### src/rtl/lzrw1_item_parser.sv
// LZRW1 item parser: splits a compressed byte stream into control groups and
// presents literal/copy items as 16-bit words with their control bit.
module lzrw1_item_parser #(
  parameter int unsigned GROUP_ITEMS = 16
) (
  input  logic        clock,
  input  logic        reset,
  input  logic [7:0]  byte_in,
  input  logic        byte_in_valid,
  input  logic        byte_in_last,
  output logic        byte_in_ready,
  output logic [15:0] data_out,
  output logic        control_bit_out,
  output logic        data_out_valid,
  input  logic        decompressor_busy,
  output logic        stream_done,
  output logic        format_error
);

  localparam int unsigned KW     = 4;
  localparam logic [KW-1:0] K_LAST = KW'(GROUP_ITEMS - 1);
  localparam bit          ONE_CW = (GROUP_ITEMS == 8);

  typedef enum logic [2:0] {
    CW_LO,
    CW_HI,
    ITEM_B0,
    ITEM_B1,
    PRESENT
  } state_t;

  state_t        state_q, state_d;
  logic [15:0]   cw_q, cw_d;
  logic [KW-1:0] k_q, k_d;
  logic [7:0]    b0_q, b0_d;
  logic          last_q, last_d;
  logic [15:0]   data_d;
  logic          ctl_d, valid_d, ready_d, done_d, err_d;
  logic          take, xfer;

  assign take = byte_in_valid & byte_in_ready;
  assign xfer = data_out_valid & ~decompressor_busy;

  // Next-state and next-output logic
  always_comb begin
    state_d = state_q;
    cw_d    = cw_q;
    k_d     = k_q;
    b0_d    = b0_q;
    last_d  = last_q;
    data_d  = data_out;
    ctl_d   = control_bit_out;
    done_d  = 1'b0;
    err_d   = format_error;
    case (state_q)
      CW_LO: begin
        if (take) begin
          cw_d[7:0] = byte_in;
          if (ONE_CW) begin
            cw_d[15:8] = 8'h00;
            done_d     = byte_in_last;
            state_d    = byte_in_last ? CW_LO : ITEM_B0;
          end else if (byte_in_last) begin
            err_d   = 1'b1;
            state_d = CW_LO;
          end else begin
            state_d = CW_HI;
          end
        end
      end
      CW_HI: begin
        if (take) begin
          cw_d[15:8] = byte_in;
          done_d     = byte_in_last;
          state_d    = byte_in_last ? CW_LO : ITEM_B0;
        end
      end
      ITEM_B0: begin
        if (take) begin
          b0_d = byte_in;
          if (cw_q[k_q]) begin
            // A copy item cut after its first byte is dropped entirely
            if (byte_in_last) begin
              err_d   = 1'b1;
              k_d     = '0;
              state_d = CW_LO;
            end else begin
              state_d = ITEM_B1;
            end
          end else begin
            data_d  = {8'h00, byte_in};
            ctl_d   = 1'b0;
            last_d  = byte_in_last;
            state_d = PRESENT;
          end
        end
      end
      ITEM_B1: begin
        if (take) begin
          data_d  = {b0_q, byte_in};
          ctl_d   = 1'b1;
          last_d  = byte_in_last;
          state_d = PRESENT;
        end
      end
      PRESENT: begin
        if (xfer) begin
          if (last_q) begin
            done_d  = 1'b1;
            k_d     = '0;
            state_d = CW_LO;
          end else if (k_q == K_LAST) begin
            k_d     = '0;
            state_d = CW_LO;
          end else begin
            k_d     = k_q + KW'(1);
            state_d = ITEM_B0;
          end
        end
      end
      default: state_d = CW_LO;
    endcase
    valid_d = (state_d == PRESENT);
    ready_d = (state_d != PRESENT);
  end

  always_ff @(posedge clock or negedge reset) begin
    if (!reset) begin
      state_q         <= CW_LO;
      cw_q            <= '0;
      k_q             <= '0;
      b0_q            <= '0;
      last_q          <= 1'b0;
      data_out        <= '0;
      control_bit_out <= 1'b0;
      data_out_valid  <= 1'b0;
      byte_in_ready   <= 1'b0;
      stream_done     <= 1'b0;
      format_error    <= 1'b0;
    end else begin
      state_q         <= state_d;
      cw_q            <= cw_d;
      k_q             <= k_d;
      b0_q            <= b0_d;
      last_q          <= last_d;
      data_out        <= data_d;
      control_bit_out <= ctl_d;
      data_out_valid  <= valid_d;
      byte_in_ready   <= ready_d;
      stream_done     <= done_d;
      format_error    <= err_d;
    end
  end

endmodule

### config.mk
export PLATFORM = sky130hd
export DESIGN_NAME = lzrw1_item_parser
export DESIGN_NICKNAME = d
export VERILOG_FILES = /design/src/rtl/lzrw1_item_parser.sv
export SDC_FILE = /design/constraint.sdc
export NUM_CORES = 1
export LEC_CHECK = 0
export BUFFER_PORTS_ARGS = -buffer_cell sky130_fd_sc_hd__buf_2
export CAP_MARGIN = 5
export CORE_MARGIN = 8
export CORE_UTILIZATION = 55
export DETAILED_ROUTE_END_ITERATION = 16
export PLACE_DENSITY = 0.76
export SKIP_CTS_REPAIR_TIMING = 1
export SLEW_MARGIN = 20
export SYNTH_ARGS = -nofsm -noshare
export SYNTH_HDL_FRONTEND = slang
export SYNTH_SLANG_ARGS = --single-unit
### constraint.sdc
create_clock -name clock -period 3.65 [get_ports clock]
set_input_delay 0.1825 -clock clock [delete_from_list [all_inputs] [get_ports clock]]
set_output_delay 0.1825 -clock clock [all_outputs]
set_load 0.02 [all_outputs]
==> results of run 1 <==
-- cell families after synthesis --
family / Yosys count
and+or+nand+nor: 39
AOI/OAI and AO/OA: 32
muxes: 40
adders and majority gates: 1
DFF: 53
buffers and inverters: 12
-- metrics by stage --
stage	worst slack [ns]	instance area [sq um]	hold slack [ns]	total power, mW	cells
floorplan	1.685	2317	-0.1131	1.481	177
global placement	1.537	2497	0.4273	1.641	252
detailed placement	1.432	2497	0.4518	1.700	252
CTS	1.417	2603	0.1196	2.061	260
global route	1.281	2615	0.1319	2.171	261
finish	1.412	2615	0.1363	2.049	261
-- cell usage after synthesis (all sizes together) --
master | n | area share, %
and4bb | 1 | 0.54
nor2 | 5 | 0.81
nand4 | 1 | 0.27
ha | 1 | 0.54
a21o | 1 | 0.32
a2111o | 1 | 0.49
nor4 | 1 | 0.27
nand2 | 11 | 1.8
nor2b | 5 | 1.3
a211oi | 2 | 0.65
o21ai | 7 | 1.5
o21a | 1 | 0.32
mux2 | 36 | 17
clkbuf | 2 | 0.32
o211ai | 1 | 0.54
a32o | 2 | 0.86
a22o | 9 | 3.4
buf | 7 | 2.1
a221o | 2 | 0.86
and3 | 1 | 0.27
a31o | 2 | 0.76
o22a | 2 | 0.81
nor3 | 2 | 0.65
o2bb2ai | 1 | 0.38
a21oi | 1 | 0.22
mux2i | 4 | 1.7
nand3 | 5 | 1.1
nor3b | 2 | 0.65
and2 | 1 | 0.27
or2 | 2 | 0.54
inv | 3 | 0.49
dfrtp | 53 | 57
nand2b | 2 | 0.54
-- state kept, by name, indices dropped and copies added (netlist names), 3 cells and up --
register	flops
b0_q	8
cw_q	16
data_out	16
k_q	4
state_q	3
-- worst max-delay path, cell delays in order, from the launching register on --
cell and delay, ns:
dfrtp_1 0.55, nand2b_1 0.18, a211oi_1 0.06, a221o_1 0.30
o22a_2 0.26, o21ai_1 0.12, buf_4 0.27, mux2_1 0.36
-- final cells by class --
class                   instances  area share (%)
well taps                      50           2.392
multi-input cells             112           35.36
inverters                       3          0.4306
clock inverters                 1          0.3349
clock buffers                   7           3.684
repair buffers                 35           7.081
flip-flops and latches         53           50.72
-- metal layers --
metal / global-route usage [%] / part of all wire (%)
met1: 19.59 / 43
met2: 25.74 / 51
met3: 3.753 / 4.2
met4: 7.857 / 1.7
met5: 0 / 0
-- worst paths after layout --
| kind | from | end | slack (ns) | cells past startpoint |
|---|---|---|---|---|
| max | k_q[1]$_DFFE_PN0P_ | data_out[4]$_DFFE_PN0P_ | 1.41 | 7 |
| min | byte_in[1] | data_out[1]$_DFFE_PN0P_ | 0.14 | 2 |
| max reg2reg | k_q[1]$_DFFE_PN0P_ | data_out[4]$_DFFE_PN0P_ | 1.41 | 7 |
| min reg2reg | format_error$_DFFE_PN0P_ | format_error$_DFFE_PN0P_ | 0.48 | 1 |
| max in group asynchronous | reset | b0_q[0]$_DFFE_PN0P_ | 2.78 | 2 |
| min in group asynchronous | reset | b0_q[7]$_DFFE_PN0P_ | 0.44 | 2 |
-- cell usage in the layout, fill, tap and decap left out, types with 2 or more instances in the layout --
cell      instances
mux2_1           10
a22o_1            9
mux2_2           26
buf_2            32
inv_1             3
buf_4             2
nand2b_1          2
mux2i_1           4
a221o_1           2
nand3_1           5
nor3b_1           2
nor2_1            5
clkbuf_8          7
nor2b_1           5
dfrtp_1          53
nand2_1          11
a32o_1            2
a211oi_1          2
a31o_2            2
o21ai_0           6
-- power by group --
| group | leakage, nW | switching (mW) | internal, mW |
|---|---|---|---|
| clock | 0.0549 | 0.195 | 0.176 |
| sequential | 0.653 | 0.163 | 0.822 |
| combinational | 0.482 | 0.350 | 0.343 |
| total | 1.19 | 0.709 | 1.34 |
==> metrics.md, run 1 <==
| Metric | Value |
|---|---|
| Row count | 23 |
| Leakage power | 1.190 nW |
| Vias per cell | 5.828 |
| Top-Level Pins | 34 |
| Drt drc | 0 |
| Clock Path Buffers | 2 |
| Starting DRT DRC Count | 108 |
| RSZ-0062 raised after global routing | false |
| Worst slew margin | 44.83% |
| Setup_tns | 0 ns |
| Portion of netlist area occupied by mux cells | about a fifth |
| CTS Sinks | 53 |
| CTS Buf Count | 5 |
| Syn avg cell area | 13.09 sq um |
| Synth Area in Compound Gates | between 10% and 20% |
| Synth Register Bits | 53 |
| Worst-path maximum fanout | 20 |
| # fillers | about 320 |
| Slew @ Worst Pin | 0.8259 ns |
| Cell area after synthesis | approximately 2300 sq um |
| Share of cells above drive strength 1 | 35.07% |
| Final setup viols | 0 |
| Post-layout util | 64.91% |
| Setup crit start kind | register |
| Worst hold path class | input pin to register |
| Synth Warn # | 0 |
| Clock-pin slew on the worst setup and hold paths | 0.10 ns |
| Initial antenna violation count | 0 |
| Total number of vias | 1,521 |
| RD Place Congestion | 0.7990 |
| Depth of the CTS H-tree | 2 |
| Synthesized-area fraction occupied by adder cells | 0.5400% |
| Worst skew pair latency | 0.30 ns |
| Required time worst endpoint | 3.83 ns |
| Pins Over Slew Limit | 0 |
| Initial Util | 57.52% |
| Fin. Hold Viols | 0 |
| Multi-input gate area | 924.6 sq um |
| Port Buffer Count | 33 |
| Vias in the first global route | between 1,500 and 2,000 |
| Gate Count Post-Synth | around 180 |
| Global route overflow | 0 |
| Max Cap Viol | 0 |
| Worst vdd ir | slightly above 0.4 mV |
| Status | finished clean |
| Pin count of the biggest net entering global routing | 54 |
| Register area | 1326 sq um |
| Post-synthesis xor/xnor area fraction | 0% |
| Wire length per cell | about 18 um |
| Tmin final | 2.238 ns |
| Worst Setup Path Type | register to register |
| Crit path DAT | roughly 2.4 ns |
| Synthesized Nets | about 190 |
| Pwr/cell area | just under 800 nW/um^2 |
| Die Span Y | slightly above 80 um |
| Largest family of logic cells by synthesized area | multiplexers |
| Total track usage | 15.91% |
| DR pass1 iterations | 4 |
| Final ANT Viol Nets | 0 |
| Simple-gate share of the synthesized area | 9.017% |
| Chip Width | 80.91 um |
| CP Capture Type | register |
| Final period util | 61.30% |
| Nets | 224 |
| Die area | 6546 sq um |
| Core area | 4029 sq um |
| Inserted Diodes | 0 |
| Post-DP HPWL | 3469 um |
| Max Freq | 446.9 MHz |
| Sequential-to-total area share from yosys stat | 57.24% |
| Clock root buffer | clkbuf_8 |
| First-pass GRT wire length | 8010 um |
| Routed wire length | 4739 um |
| TritonCTS clock tree | yes |
| Syn-to-layout area delta | 12.85% |
| Yosys cell types | between 40 and 50 |
| Clock Skew | 0.007647 ns |
(Power assumes the default switching activity.)
==> run 2, diff against run 1 <==
- CORE_UTILIZATION: 55 -> 50
- PLACE_DENSITY: 0.76 -> 0.73
- clock period: 3.65 -> 1.8 ns (I/O delays scaled with it)
==> run 2 against run 1 <==
Non-clock buffer count grew 19. Worst hold slack worse by 0.090 ns. Clock power rose by 120%. The run now ends with setup timing left. Global-route usage fell by 1.0 points.
==> metrics.md, run 2 (same netlist as run 1, synthesis figures left out) <==
| Metric | Value |
|---|---|
| Status | finished, violations left (was finished clean) |
| Failing checks | setup timing |
| Crit-path slowest cell | dfrtp_2 (was dfrtp_1) |
| Global route overflow | 0 (unchanged) |
| Port Buffer Count | 33 (unchanged) |
| Wire length per cell | 18.87 um (was 18.16 um) |
| Critical path's largest stage delay | 0.47 ns (was 0.55 ns) |
| Nets | 243 (was 224) |
| Slew @ Worst Pin | 0.5603 ns (was 0.8259 ns) |
| Crit path DAT | 2.23 ns (was 2.42 ns) |
| CTS Buf Count | 5 (unchanged) |
| Initial Util | 52.49% (was 57.52%) |
| Syn-to-layout area delta | 24.68% (was 12.85%) |
| Depth of the CTS H-tree | 2 (unchanged) |
| Pins Over Slew Limit | 0 (unchanged) |
| Share of cells above drive strength 1 | 47.83% (was 35.07%) |
| TritonCTS clock tree | yes (unchanged) |
| RR Endpoint | data_out[7]$_DFFE_PN0P_ (was data_out[4]$_DFFE_PN0P_) |
| Register area | 1330 sq um (was 1326 sq um) |
| RD Place Congestion | 0.8075 (was 0.7990) |
| Initial antenna violation count | 0 (unchanged) |
| Worst hold path class | input pin to register (unchanged) |
| Fin area | 2889 sq um (was 2615 sq um) |
| Required time worst endpoint | 2.00 ns (was 3.83 ns) |
| Starting DRT DRC Count | 54 (was 108) |
| Vias in the first global route | 1,753 (was 1,611) |
| Setup WS pre-CTS | -0.2620 ns (was 1.432 ns) |
| Final period util | 112.9% (was 61.30%) |
| Top-Level Pins | 34 (unchanged) |
| Clock-pin slew on the worst setup and hold paths | 0.10 ns (about the same) |
| Pwr/cell area | 1583 nW/um^2 (was 783.7 nW/um^2) |
| Final setup viols | 27 (was 0) |
| Multi-input gate area | 998.5 sq um (was 924.6 sq um) |
| Worst skew pair latency | 0.31 ns (was 0.30 ns) |
| Hold path endpoint | data_out[4]$_DFFE_PN0P_ (was data_out[1]$_DFFE_PN0P_) |
| First-pass GRT wire length | 8562 um (was 8010 um) |
| Tmin final | 2.032 ns (was 2.238 ns) |
| Clock Path Buffers | 2 (unchanged) |
| Worst-path maximum fanout | 10 (was 20) |
| Worst vdd ir | 1.044 mV (was 0.4106 mV) |
| Setup crit start kind | register (unchanged) |
| Worst Setup Path Type | register to register (unchanged) |
| Hold path cells | 2 (unchanged) |
| R2R depth | 6 (was 7) |
| Vias per cell | 5.816 (was 5.828) |
| Leakage power | 1.340 nW (was 1.190 nW) |
| Max Freq | 492.0 MHz (was 446.9 MHz) |
| CP Capture Type | register (unchanged) |
| Die Span Y | 84.08 um (was 80.91 um) |
| Max Cap Viol | 0 (unchanged) |
| Worst slew margin | 62.65% (was 44.83%) |
| Row count | 24 (was 23) |
| Total number of vias | 1,640 (was 1,521) |
| Routed wire length | 5321 um (was 4739 um) |
| Drt drc | 0 (unchanged) |
| R2R Setup Slk | -0.23 ns (was 1.41 ns) |
| Clock root buffer | clkbuf_8 (unchanged) |
| Hold path start | byte_in[4] (was byte_in[1]) |
| RSZ-0062 raised after global routing | true (was false) |
| Fin Hold WS | 0.04678 ns (was 0.1363 ns) |
| CP cell instances | mux2i_1 -> a221o_1 -> o22a_2 -> o21ai_4 -> buf_12 -> mux2_1 (was nand2b_1 -> a211oi_1 -> a221o_1 -> o22a_2 -> o21ai_1 -> buf_4 -> mux2_1) |
| Post-DP Area | 2640 sq um (was 2497 sq um) |
| Setup ws final | -0.2323 ns (was 1.412 ns) |
| Clock Skew | 0.009853 ns (was 0.007647 ns) |
| Most common cell after layout, fill and taps aside | dfrtp_1 (unchanged) |
| Cells after DPL | 267 (was 252) |
| Total track usage | 14.90% (was 15.91%) |
| # fillers | 349 (was 324) |
| R2R Path Start | k_q[1]$_DFFE_PN0P_ (unchanged) |
| Chip Width | 84.08 um (was 80.91 um) |
| Pin count of the biggest net entering global routing | 30 (was 54) |
| DR pass1 iterations | 4 (unchanged) |
| Fin. Hold Viols | 0 (unchanged) |
| CTS Sinks | 53 (unchanged) |
| Core area | 4414 sq um (was 4029 sq um) |
| Final ANT Viol Nets | 0 (unchanged) |
| Finished Layout Cells | 282 (was 261) |
| Total power | 4.574 mW (was 2.049 mW) |
| Inserted Diodes | 0 (unchanged) |
| Post-DP HPWL | 3749 um (was 3469 um) |
| Largest regs | cw_q (16), data_out (16), b0_q (8) (unchanged) |
| Die area | 7069 sq um (was 6546 sq um) |
| Most frequent cells in the layout | dfrtp_1 (50), buf_2 (33), mux2_2 (25) (was dfrtp_1 (53), buf_2 (32), mux2_2 (26)) |
==> run 2: changes by cell type in the layout (fill, tap and decap cells not counted), moves of 2 or more <==
cell / change
dfrtp_2: +3
buf_4: +14
o21ai_0: -3
mux2_1: -4
nand2_1: -2
o21ai_2: +2
mux2_4: +5
buf_12: +2
nand2_2: +2
clkbuf_8: -2
dfrtp_1: -3
==> run 2: layout make-up <==
class	count	share of cell area, %
clock buffer	5	2.382
clock inverter	3	1.516
inverter	3	0.3898
multi-input combinational	112	34.56
sequential	53	46.04
tap	52	2.252
timing repair buffer	54	12.86
==> run 2: worst max-delay path by stage <==
stage	startpoint	endpoint	slack (ns)	cells after the start
finish	k_q[1]$_DFFE_PN0P_	data_out[7]$_DFFE_PN0P_	-0.23	6
global route	k_q[1]$_DFFE_PN0P_	data_out[7]$_DFFE_PN0P_	-0.31	6
global placement	k_q[0]$_DFFE_PN0P_	data_out[2]$_DFFE_PN0P_	-0.17	7
CTS	k_q[1]$_DFFE_PN0P_	data_out[5]$_DFFE_PN0P_	-0.28	7
detailed placement	k_q[1]$_DFFE_PN0P_	data_out[5]$_DFFE_PN0P_	-0.26	7
floorplan	k_q[0]$_DFFE_PN0P_	data_out[0]$_DFFE_PN0P_	-0.10	7
==> run 2: routing by layer <==
layer / share of wire, % / track usage [%] / routed length [um]
met1: 41 / 17.48 / 2203
met2: 52 / 24.79 / 2747
met3: 4.3 / 3.906 / 228
met4: 2.7 / 6.593 / 142
met5: 0 / 0 / 0
==> run 2: where the power goes <==
| group | switching [mW] | total, mW | internal, mW |
|---|---|---|---|
| clock network | 0.393 | 0.810 | 0.417 |
| registers | 0.314 | 1.98 | 1.67 |
| logic | 0.846 | 1.78 | 0.935 |
==> run 2: worst max-delay path: cells and delay by family (launching register included) <==
kind | cells | cell delay, ns
AOI/OAI and AO/OA | 3 | 0.80
buffers and inverters | 1 | 0.16
DFF | 1 | 0.47
muxes | 2 | 0.48
==> run 2: metrics by stage <==
step	util, %	TNS, ns
floorplan	-	-0.9717
global placement	59.81	-1.750
detailed placement	59.81	-3.038
CTS	62.36	-3.503
global route	65.45	-6.415
finish	65.45	-4.371
==> run 3, diff against run 2 <==
- PLACE_DENSITY: 0.73 -> 0.8
==> run 3 against run 2 <==
The flow still finishes with violations (setup timing). Worst hold slack worse by 0.0030 ns. Register-to-register slack better by 0.02 ns. Critical path depth up 1. First-iteration DRC count up 15%. Sequential power about the same. Core utilization down 2.0 points. Sequential share of layout area up 1.5 points. Total power down 4.0%. Final area down 3.1%. Routed wire length down 11%. Critical path type unchanged. Largest power group unchanged.
==> metrics.md, run 3 (same netlist as run 1, synthesis figures left out) <==
| Metric | Value |
|---|---|
| Fin Hold WS | 0.04375 ns (was 0.04678 ns) |
| Chip Width | 84.08 um (unchanged) |
| Setup ws final | -0.2085 ns (was -0.2323 ns) |
| Crit-path slowest cell | dfrtp_2 (unchanged) |
| Worst-path maximum fanout | 15 (was 10) |
| Crit path DAT | 2.20 ns (was 2.23 ns) |
| Initial antenna violation count | 0 (unchanged) |
| Depth of the CTS H-tree | 2 (unchanged) |
| Slew @ Worst Pin | 0.3780 ns (was 0.5603 ns) |
| Setup crit start kind | register (unchanged) |
| Vias in the first global route | 1,703 (was 1,753) |
| Critical path's largest stage delay | 0.45 ns (was 0.47 ns) |
| Core area | 4414 sq um (unchanged) |
| Top-Level Pins | 34 (unchanged) |
| Fin area | 2799 sq um (was 2889 sq um) |
| Finished Layout Cells | 280 (was 282) |
| Required time worst endpoint | 1.99 ns (was 2.00 ns) |
| R2R Setup Slk | -0.21 ns (was -0.23 ns) |
| # fillers | 336 (was 349) |
| Most frequent cells in the layout | dfrtp_1 (50), buf_2 (33), mux2_2 (26) (was dfrtp_1 (50), buf_2 (33), mux2_2 (25)) |
| Largest regs | cw_q (16), data_out (16), b0_q (8) (unchanged) |
| Row count | 24 (unchanged) |
| Multi-input gate area | 942.2 sq um (was 998.5 sq um) |
| Worst slew margin | 74.80% (was 62.65%) |
| First-pass GRT wire length | 8024 um (was 8562 um) |
| Worst hold path class | input pin to register (unchanged) |
| R2R Path Start | k_q[1]$_DFFE_PN0P_ (unchanged) |
| Post-DP HPWL | 3380 um (was 3749 um) |
| Total number of vias | 1,588 (was 1,640) |
| Syn-to-layout area delta | 20.79% (was 24.68%) |
| Die Span Y | 84.08 um (unchanged) |
| Post-DP Area | 2655 sq um (was 2640 sq um) |
| R2R depth | 7 (was 6) |
| Share of cells above drive strength 1 | 42.98% (was 47.83%) |
| CP Capture Type | register (unchanged) |
| Final setup viols | 22 (was 27) |
| CTS Sinks | 53 (unchanged) |
| DR pass1 iterations | 4 (unchanged) |
| Total track usage | 13.83% (was 14.90%) |
| Clock Skew | 0.004470 ns (was 0.009853 ns) |
| Nets | 241 (was 243) |
| Worst vdd ir | 1.176 mV (was 1.044 mV) |
| Final period util | 111.6% (was 112.9%) |
| RR Endpoint | data_out[5]$_DFFE_PN0P_ (was data_out[7]$_DFFE_PN0P_) |
| RD Place Congestion | 0.8395 (was 0.8075) |
| Critical path depth | 7 (was 6) |
| Port Buffer Count | 33 (unchanged) |
| Starting DRT DRC Count | 62 (was 54) |
| Cells after DPL | 269 (was 267) |
| CTS Buf Count | 5 (unchanged) |
| Fin. Hold Viols | 0 (unchanged) |
| Post-layout util | 63.41% (was 65.45%) |
| Clock Path Buffers | 2 (unchanged) |
| Worst skew pair latency | 0.30 ns (was 0.31 ns) |
| Max Cap Viol | 0 (unchanged) |
| Vias per cell | 5.671 (was 5.816) |
| Status | finished, violations left (unchanged) |
| Failing checks | setup timing (unchanged) |
| Inserted Diodes | 0 (unchanged) |
| Wire length per cell | 16.83 um (was 18.87 um) |
| Worst Setup Path Type | register to register (unchanged) |
| Global route overflow | 0 (unchanged) |
| Routed wire length | 4713 um (was 5321 um) |
| Leakage power | 1.288 nW (was 1.340 nW) |
| Crit path from | k_q[1]$_DFFE_PN0P_ (unchanged) |
| RSZ-0062 raised after global routing | true (unchanged) |
| TritonCTS clock tree | yes (unchanged) |
| Tmin final | 2.008 ns (was 2.032 ns) |
| Critical path's top delay family | compound AO/OA/AOI/OAI gates (unchanged) |
| CP cell instances | nand2b_1 -> a211oi_1 -> a221o_1 -> o22a_2 -> o21ai_2 -> buf_12 -> mux2_1 (was mux2i_1 -> a221o_1 -> o22a_2 -> o21ai_4 -> buf_12 -> mux2_1) |
| Register area | 1330 sq um (unchanged) |
| Clock-pin slew on the worst setup and hold paths | 0.10 ns (about the same) |
| Die area | 7069 sq um (unchanged) |
| Pin count of the biggest net entering global routing | 54 (was 30) |
| CP Capture Point | data_out[5]$_DFFE_PN0P_ (was data_out[7]$_DFFE_PN0P_) |
| Initial Util | 52.49% (unchanged) |
| Clock root buffer | clkbuf_8 (unchanged) |
| Most common cell after layout, fill and taps aside | dfrtp_1 (unchanged) |
| Buffers and inverters on the worst path | 1 (unchanged) |
| Final ANT Viol Nets | 0 (unchanged) |
| Max Freq | 497.9 MHz (was 492.0 MHz) |
| Drt drc | 0 (unchanged) |
| Pwr/cell area | 1569 nW/um^2 (was 1583 nW/um^2) |
| Pins Over Slew Limit | 0 (unchanged) |
-- run 3: how the worst min path moves through the flow --
stage | slack, ns | cells after the start | endpoint | from
after detailed placement | 0.10 | 2 | data_out[14]$_DFFE_PN0P_ | reset
after global routing | 0.05 | 2 | data_out[7]$_DFFE_PN0P_ | byte_in[7]
after global placement | 0.10 | 2 | data_out_valid$_DFF_PN0_ | reset
after floorplan | -0.21 | 0 | b0_q[0]$_DFFE_PN0P_ | reset
after CTS | -0.23 | 2 | data_out[14]$_DFFE_PN0P_ | reset
final | 0.04 | 2 | data_out[7]$_DFFE_PN0P_ | byte_in[7]
-- run 3: layout make-up --
cell class	instances	share of cell area (%)
Clock buffer	5	2.459
Inverter	3	0.4023
Clock inverter	3	1.654
Sequential cell	53	47.52
Timing Repair Buffer	52	11.98
Tap cell	52	2.325
Multi-Input combinational cell	112	33.66
-- run 3: where the power goes --
group	total (mW)	switching (mW)	internal, mW	leakage [nW]
Combinational	1.62	0.770	0.849	0.585
Clock	0.810	0.394	0.417	0.0543
Sequential	1.96	0.294	1.67	0.649
Total	4.39	1.46	2.93	1.29
-- run 3: stage by stage --
step           total power, mW  setup WS (ns)  TNS [ns]
3_5_place_dp             3.588        -0.2772    -4.059
6_report                 4.392        -0.2085    -2.616
4_1_cts                  4.396        -0.2818    -4.379
5_1_grt                  4.666        -0.2594    -4.509
2_1_floorplan            3.045        -0.1036   -0.9717
3_3_place_gp             3.519        -0.1768    -2.593
-- run 3: routing by layer --
| metal | GRT usage [%] | wire [um] | vias to the layer above |
|---|---|---|---|
| li1 | - | - | 742 |
| met3 | 4.590 | 269 | 8 |
| met4 | 5.495 | 81 | 0 |
| met5 | 0 | 0 | - |
| met1 | 16.72 | 2072 | 788 |
| met2 | 22.01 | 2289 | 50 |
